File: config.mk
export PLATFORM = sky130hd
export DESIGN_NAME = her_dispatch_buffer
export DESIGN_NICKNAME = d
export VERILOG_FILES = /design/src/rtl/her_dispatch_buffer.sv
export SDC_FILE = /design/constraint.sdc
export NUM_CORES = 1
export LEC_CHECK = 0
export ABC_AREA = 1
export CAP_MARGIN = 30
export CORE_ASPECT_RATIO = 1.25
export CORE_UTILIZATION = 58
export CTS_CLUSTER_DIAMETER = 150
export DETAILED_ROUTE_END_ITERATION = 10
export GPL_ROUTABILITY_DRIVEN = 0
export PLACE_DENSITY = 0.75
export SLEW_MARGIN = 20
export SYNTH_ARGS = -nofsm -noshare
export SYNTH_HDL_FRONTEND = slang
export SYNTH_SLANG_ARGS = --single-unit
export TNS_END_PERCENT = 50
File: constraint.sdc
create_clock -name clk_i -period 5.2 [get_ports clk_i]
set_input_delay 1.04 -clock clk_i [delete_from_list [all_inputs] [get_ports clk_i]]
set_output_delay 1.04 -clock clk_i [all_outputs]
set_load 0.01 [all_outputs]
File: src/rtl/her_dispatch_buffer.sv
// HER dispatch buffer: a fall-through FIFO between the packet source and the scheduler.
// It limits the number of in-flight handlers and signals end-of-stream once all work has drained.
module her_dispatch_buffer #(
    parameter int DEPTH        = 8,
    parameter int MAX_INFLIGHT = 32,
    parameter int DESCR_W      = 64,
    parameter int OCC_W        = $clog2(DEPTH + 1),
    parameter int INF_W        = $clog2(MAX_INFLIGHT + 1)
) (
    input  logic               clk_i,
    input  logic               rst_i,

    input  logic               her_valid_i,
    output logic               her_ready_o,
    input  logic [DESCR_W-1:0] her_descr_i,

    output logic               her_valid_o,
    input  logic               her_ready_i,
    output logic [DESCR_W-1:0] her_descr_o,

    input  logic               feedback_valid_i,
    output logic               feedback_ready_o,

    input  logic               eos_i,
    output logic               eos_o,

    output logic [OCC_W-1:0]   occupancy_o,
    output logic [INF_W-1:0]   inflight_o,
    output logic               fb_underflow_o
);

    localparam int PTR_W = (DEPTH > 1) ? $clog2(DEPTH) : 1;

    localparam logic [OCC_W-1:0] OCC_FULL = OCC_W'(DEPTH);
    localparam logic [INF_W-1:0] INF_MAX  = INF_W'(MAX_INFLIGHT);
    localparam logic [OCC_W-1:0] OCC_ONE  = OCC_W'(1);
    localparam logic [INF_W-1:0] INF_ONE  = INF_W'(1);
    localparam logic [PTR_W-1:0] PTR_ONE  = PTR_W'(1);

    logic [DESCR_W-1:0] mem_q [DEPTH];

    logic [PTR_W-1:0] wptr_q, wptr_d;
    logic [PTR_W-1:0] rptr_q, rptr_d;
    logic [OCC_W-1:0] occ_q, occ_d;
    logic [INF_W-1:0] inflight_q, inflight_d;
    logic             eos_seen_q, eos_seen_d;
    logic             eos_q, eos_d;
    logic             underflow_q, underflow_d;

    logic push;
    logic pop;
    logic fb;

    // Both handshakes depend only on registered state, so neither side sees a combinational path.
    assign her_ready_o = (occ_q != OCC_FULL);
    assign her_valid_o = (occ_q != '0) && (inflight_q < INF_MAX);
    assign her_descr_o = mem_q[rptr_q];

    assign push = her_valid_i && her_ready_o;
    assign pop  = her_valid_o && her_ready_i;
    assign fb   = feedback_valid_i;

    assign feedback_ready_o = 1'b1;
    assign occupancy_o      = occ_q;
    assign inflight_o       = inflight_q;
    assign eos_o            = eos_q;
    assign fb_underflow_o   = underflow_q;

    always_ff @(posedge clk_i) begin
        if (push) begin
            mem_q[wptr_q] <= her_descr_i;
        end
    end

    always_comb begin
        wptr_d = wptr_q;
        rptr_d = rptr_q;
        occ_d  = occ_q;
        if (push) begin
            wptr_d = wptr_q + PTR_ONE;
        end
        if (pop) begin
            rptr_d = rptr_q + PTR_ONE;
        end
        case ({push, pop})
            2'b10:   occ_d = occ_q + OCC_ONE;
            2'b01:   occ_d = occ_q - OCC_ONE;
            default: occ_d = occ_q;
        endcase
    end

    // A completion with nothing outstanding is dropped and flagged instead of wrapping the counter.
    always_comb begin
        inflight_d  = inflight_q;
        underflow_d = underflow_q;
        case ({pop, fb})
            2'b10: inflight_d = inflight_q + INF_ONE;
            2'b01: begin
                if (inflight_q == '0) begin
                    underflow_d = 1'b1;
                end else begin
                    inflight_d = inflight_q - INF_ONE;
                end
            end
            default: inflight_d = inflight_q;
        endcase
    end

    always_comb begin
        eos_seen_d = eos_seen_q || eos_i;
        eos_d      = eos_q ||
                     (eos_seen_q && (occ_q == '0) && (inflight_q == '0) && !her_valid_i);
    end

    always_ff @(posedge clk_i) begin
        if (rst_i) begin
            wptr_q      <= '0;
            rptr_q      <= '0;
            occ_q       <= '0;
            inflight_q  <= '0;
            eos_seen_q  <= 1'b0;
            eos_q       <= 1'b0;
            underflow_q <= 1'b0;
        end else begin
            wptr_q      <= wptr_d;
            rptr_q      <= rptr_d;
            occ_q       <= occ_d;
            inflight_q  <= inflight_d;
            eos_seen_q  <= eos_seen_d;
            eos_q       <= eos_d;
            underflow_q <= underflow_d;
        end
    end

endmodule

**Word level (Yosys, flattened, before mapping)**

Memories as Yosys holds them, arrays and structs flattened. A register that Yosys moved wholly into a read port is not among the register bits.
Index checks and enable logic that the tools add are counted.

- Memories kept: 1
- Memory bits (writable): 512
- Logic and storage cells: 44
- Input bits: 70
- Bits in registers: 19

- $lt $le $gt $ge: 1
- Reductions and logical operators: 16
- Equal/unequal tests: 6
- $add $sub $neg: 6
- Mux-type cells: 7

Memory list:

| name | words | width | rd ports | clocked after memory_dff | write ports | line | RTL |
|---|---|---|---|---|---|---|---|
| mem_q | 8 | 64 | 1 | 1 | 1 | 40 | `logic [DESCR_W-1:0] mem_q [DEPTH];` |

Operators with widths:

| cell | number |
|---|---|
| $pmux 6 s2 | 1 |
| $pmux 4 s2 | 1 |
| $add 3x1->3 const B | 2 |
| $add 6x1->6 const B | 1 |
| $logic_and 1x1->1 | 6 |
| $logic_not 6->1 | 1 |
| $lt 6x6->1 const B | 1 |
| $mux 3 | 2 |
| $mux 6 | 1 |
| $sub 6x1->6 const B | 1 |
| $add 4x1->4 const B | 1 |
| $eq 2x1->1 const B | 2 |
| $eq 2x2->1 const B | 2 |
| $logic_not 4->1 | 1 |
| $ne 4x4->1 const B | 1 |
| $reduce_and 2->1 | 2 |
| $reduce_bool 2->1 | 2 |
| $reduce_bool 4->1 | 1 |
| $sub 4x1->4 const B | 1 |
| $logic_or 1x1->1 | 2 |
| $mux 1 | 2 |
| $ne 2x2->1 const B | 1 |
| $logic_not 1->1 | 1 |

**Logic depth before layout (Yosys ltp)**

Gate-level depths: netlist (run 1).

- Depth in word-level cells: 6
- Depth in mapped cells: 16
- Depth with buffers taken out: 16

**Worst setup path before layout (run 1)**

OpenSTA, ideal clock, no wires.

- Path type: input-to-reg
- Start point: in her_valid_i
- End point: mem mem_q[0][0], enable pin
- Library setup time: 0.486 ns
- Cell stages on the path: 4
- Buffers on the path: 0
- Setup slack: 0.696 ns
- Arrival time: 4.018 ns
- Required time: 4.714 ns
- Path through: nand2_1 > inv_1 > nand2_1 > nor2_1

- Longest elaborated chain between the ends: 3

Ends and longest elaborated chain:

| what | line | RTL |
|---|---|---|
| start, declared | 13 | `input logic her_valid_i,` |
| $logic_and 1x1->1 | 59 | `assign push = her_valid_i && her_ready_o;` |
| $mux 1 | 70 | `if (push) begin` |
| $mux 1 (not written as such) | 71 | `mem_q[wptr_q] <= her_descr_i;` |
| end, declared | 40 |  |

Every way passes these cells.

==> metrics.md, run 1 <==
| Metric | Value |
|---|---|
| Outcome | `complete, no violations` |
| Critical-path cell list | `inv_4, buf_4, o21ai_0, o22ai_1, nor2_1, a31oi_1, clkdlybuf4s50_1` |
| Crit path depth | `7` |
| Largest family of logic cells by synthesized area | `compound AO/OA/AOI/OAI gates` |
| Final setup vio count | `0` |
| Count of cell types in the netlist | `40` |
| Pin count of the biggest net entering global routing | `152` |
| Post-Route Utilization | `68.66%` |
| Worst Path Max Fanout | `about 80` |
| Fin crit period | `approximately 4.5 ns` |
| Final worst setup slack | `roughly 0.71 ns` |
| Setup Skew | `roughly 0.016 ns` |
| Die area | `approximately 0.037 sq mm` |
| Worst setup SP type | `flip-flop` |
| Share of layout cells above drive strength 1 | `6.682%` |
| Synth Warn # | `0` |
| DR DRC count | `0` |
| Synth Area in Compound Gates | `between 10% and 20%` |
| Clk root buf | `clkbuf_16` |
| Final period util | `86.27%` |
| Number of synthesized flops with an enable pin | `approximately 510` |
| Worst-margin pin slew | `1.018 ns` |
| Worst vdd ir | `0.3338 mV` |
| Final TNS setup | `0 ns` |
| R2R cell count | `7` |
| Worst EP required | `~4.2 ns` |
| Crit. End Element | `primary output` |
| Fin. Hold Viols | `0` |
| Final wirelength | `44160 microns` |
| Simple-gate portion of the synthesized area | `9.871%` |
| Clock buffer depth | `3` |
| Cell area after synthesis | `0.02093 sq mm` |
| # hold bufs at CTS | `0` |
| Gr ovfl total | `0` |
| Layout Area Growth over Synthesis | `16.32%` |
| Avg WL per Cell | `19.57 microns` |
| # fillers | `2514` |
| Mux cell area share after synthesis | `0%` |
| Hold path cells | `1` |
| Post-CTS setup buffers | `0` |
| Ys async rst share | `0%` |
| RSZ-0062 raised after global routing | `no` |
| Row count | `77` |
| Post-DRT Antenna Nets | `0` |
| Initial core utilization | `59.02%` |
| Worst Path Arrival | `3.45 ns` |
| Port Buf Inserts | `roughly 150` |
| Synth Flop Type | `edfxtp_1` |
| WP buf/inv | `3` |
| Crit Path Category | `flip-flop to primary output` |
| Vias in the first global route | `12750` |
| Max Clock Freq | `0.2229 GHz` |
| Drt pass-1 iters | `5` |
| Post-Synth Adder-Cell Area | `0.4544%` |
| First-pass GRT wire length | `69320 microns` |
| NumNets Final | `roughly 1800` |
| Num CTS Buffers | `49` |
| Worst-Skew Late Latency | `0.56 ns` |
| CTS H-tree lvls | `2` |
| Max-cap violation count | `0` |
| XOR/XNOR Fraction of Synth Area | `0.2511%` |
| Seq/Total Area, Yosys | `75.58%` |
| Hold Path Class | `flip-flop to flip-flop` |
| CTS sink cnt | `roughly 530` |
| DP Wirelength | `22970 microns` |
| Post-CTS Resized | `0` |
| Number of antenna violations at the first check in global routing | `2` |
| Leakage power | `8.103 nW` |
| Synthesized net count | `1700` |
| PD cells | `481.0 mW/mm^2` |
| TritonCTS clock tree | `yes` |
| Register bit total from synthesis | `534` |
| Overall routing resource usage | `about a quarter` |
| Dpl ws | `1.359 ns` |
| Post-Syn Instances | `1623` |
| Slowest CP cell | `inv_4` |
| Core ar. | `0.03545 sq mm` |
| Clock input transition at the sequential cells of the worst setup and hold paths | `0.06 ns` |
| Max-slew violations | `0` |
| Initial drt markers | `1180` |
| Flop2flop setup slack | `2.68 ns` |
| Max stage delay on crit path | `between 0.6 and 0.7 ns` |
| Die span in y | `214.4 microns` |
| Avg Inst Size Synth | `~13 sq um` |
| IO Pins | `149` |
| Total vias in the final route | `13030` |
| Die W | `171.9 microns` |
| Via-to-Cell Ratio | `5.773` |
| CP top delay family | `buffers and inverters` |
| Slew headroom | `roughly a third` |
-- final timing paths --
check,from,end
worst min-delay path,fb_underflow_o,fb_underflow_o
worst max-delay path,flip-flop,her_descr_o[10]
worst min register to register,fb_underflow_o,fb_underflow_o
worst max register to register,occupancy_o[1],mem_q[2][50]
-- where the power goes --
part / switching [mW] / internal [mW]
logic: 1.93 / 1.29
clock network: 1.47 / 1.92
registers: 0.120 / 4.98
-- cell usage after synthesis, drive strengths merged, types with 2 or more instances --
library cell  number  area (sq um)
a21oi             12         60.06
a31oi             64         400.4
buf               52         335.3
clkbuf            49         186.4
dfxtp             22         440.4
edfxtp           512         15370
ha                 6         75.07
inv               34         127.6
nand2             37         173.9
nand3             11         77.58
nor2             474          1784
nor3               2         10.01
o21ai            268          1345
o22ai             64         400.4
xnor2              2         17.52
xor2               4         35.03
-- sequential cells by signal (all words and copies together), names as in the netlist, named ones only --
signal,cells
fb_underflow_o,1
eos_o,1
mem_q,512
rptr_q,3
occupancy_o,4
inflight_o,6
wptr_q,3
eos_seen_q,1
-- cell usage in the layout (no fill, tap or decap), drive strengths merged, types with 24 or more instances in the layout --
cell and n:
clkdlybuf4s50 147, nor2 474, a31oi 64, o21ai 268, edfxtp 512, buf 24
clkbuf 57, nand2 37, clkinv 26, inv 34, o22ai 64
-- layout make-up --
cell class / instances / area [sq um] / area share (%)
Sequential cell: 534 / 15820 / 65.00
Inverter: 34 / 137.6 / 0.5654
Tap cell: 474 / 593.1 / 2.436
Timing Repair Buffer: 171 / 1764 / 7.247
Clock buffer: 57 / 1256 / 5.161
Multi-Input combinational cell: 954 / 4522 / 18.58
Antenna cell: 2 / 5.005 / 0.02056
Clock inverter: 31 / 241.5 / 0.9920
-- stage by stage --
stage | power (mW) | area, sq um | hold WS (ns) | cells
global route | 12.27 | 24340 | 0.4911 | 2257
CTS | 11.77 | 24340 | 0.4738 | 2255
floorplan | 7.150 | 20930 | 0.4116 | 1623
global placement | 8.328 | 22820 | 0.4283 | 2166
detailed placement | 8.410 | 22840 | 0.4592 | 2167
finish | 11.71 | 24340 | 0.4713 | 2257
-- cells by family after synthesis --
family                   after synthesis
adder cells (fa/ha/maj)                7
other                                  1
AO/OA/AOI/OAI                        413
AND/OR/NAND/NOR                      527
buffers and inverters                135
flip-flops                           534
XOR/XNOR                               6
-- worst reg2reg max path, delay by kind of cell (launching register included) --
family                 cells  cell delay, ns
flip-flops                 1            0.40
buffers and inverters      2            0.54
AND/OR/NAND/NOR            5            1.20
-- layer usage --
metal / global-route usage (%) / up-vias / wire length [microns]
met2: 41.59 / 393 / 22260
met3: 3.673 / 71 / 2446
met1: 32.52 / 6437 / 18430
met4: 7.965 / 0 / 1023
li1: - / 6129 / -
met5: 0 / - / 0
(Power assumes the default switching activity.)
==> inputs of run 2 (changes only) <==
--- a/config.mk
+++ b/config.mk
@@ -13,6 +13,7 @@
 export DETAILED_ROUTE_END_ITERATION = 10
 export GPL_ROUTABILITY_DRIVEN = 0
 export PLACE_DENSITY = 0.75
+export SKIP_CTS_REPAIR_TIMING = 1
 export SLEW_MARGIN = 20
 export SYNTH_ARGS = -nofsm -noshare
 export SYNTH_HDL_FRONTEND = slang
==> results of run 2 <==
No change in the layout: final DEF, timing and power equal those of run 1.
==> inputs of run 3 (changes only) <==
--- a/config.mk
+++ b/config.mk
@@ -14,7 +14,6 @@
 export GPL_ROUTABILITY_DRIVEN = 0
 export PLACE_DENSITY = 0.75
 export SKIP_CTS_REPAIR_TIMING = 1
-export SLEW_MARGIN = 20
 export SYNTH_ARGS = -nofsm -noshare
 export SYNTH_HDL_FRONTEND = slang
 export SYNTH_SLANG_ARGS = --single-unit
==> results of run 3 <==
No change in the layout: final DEF, timing and power equal those of run 1.
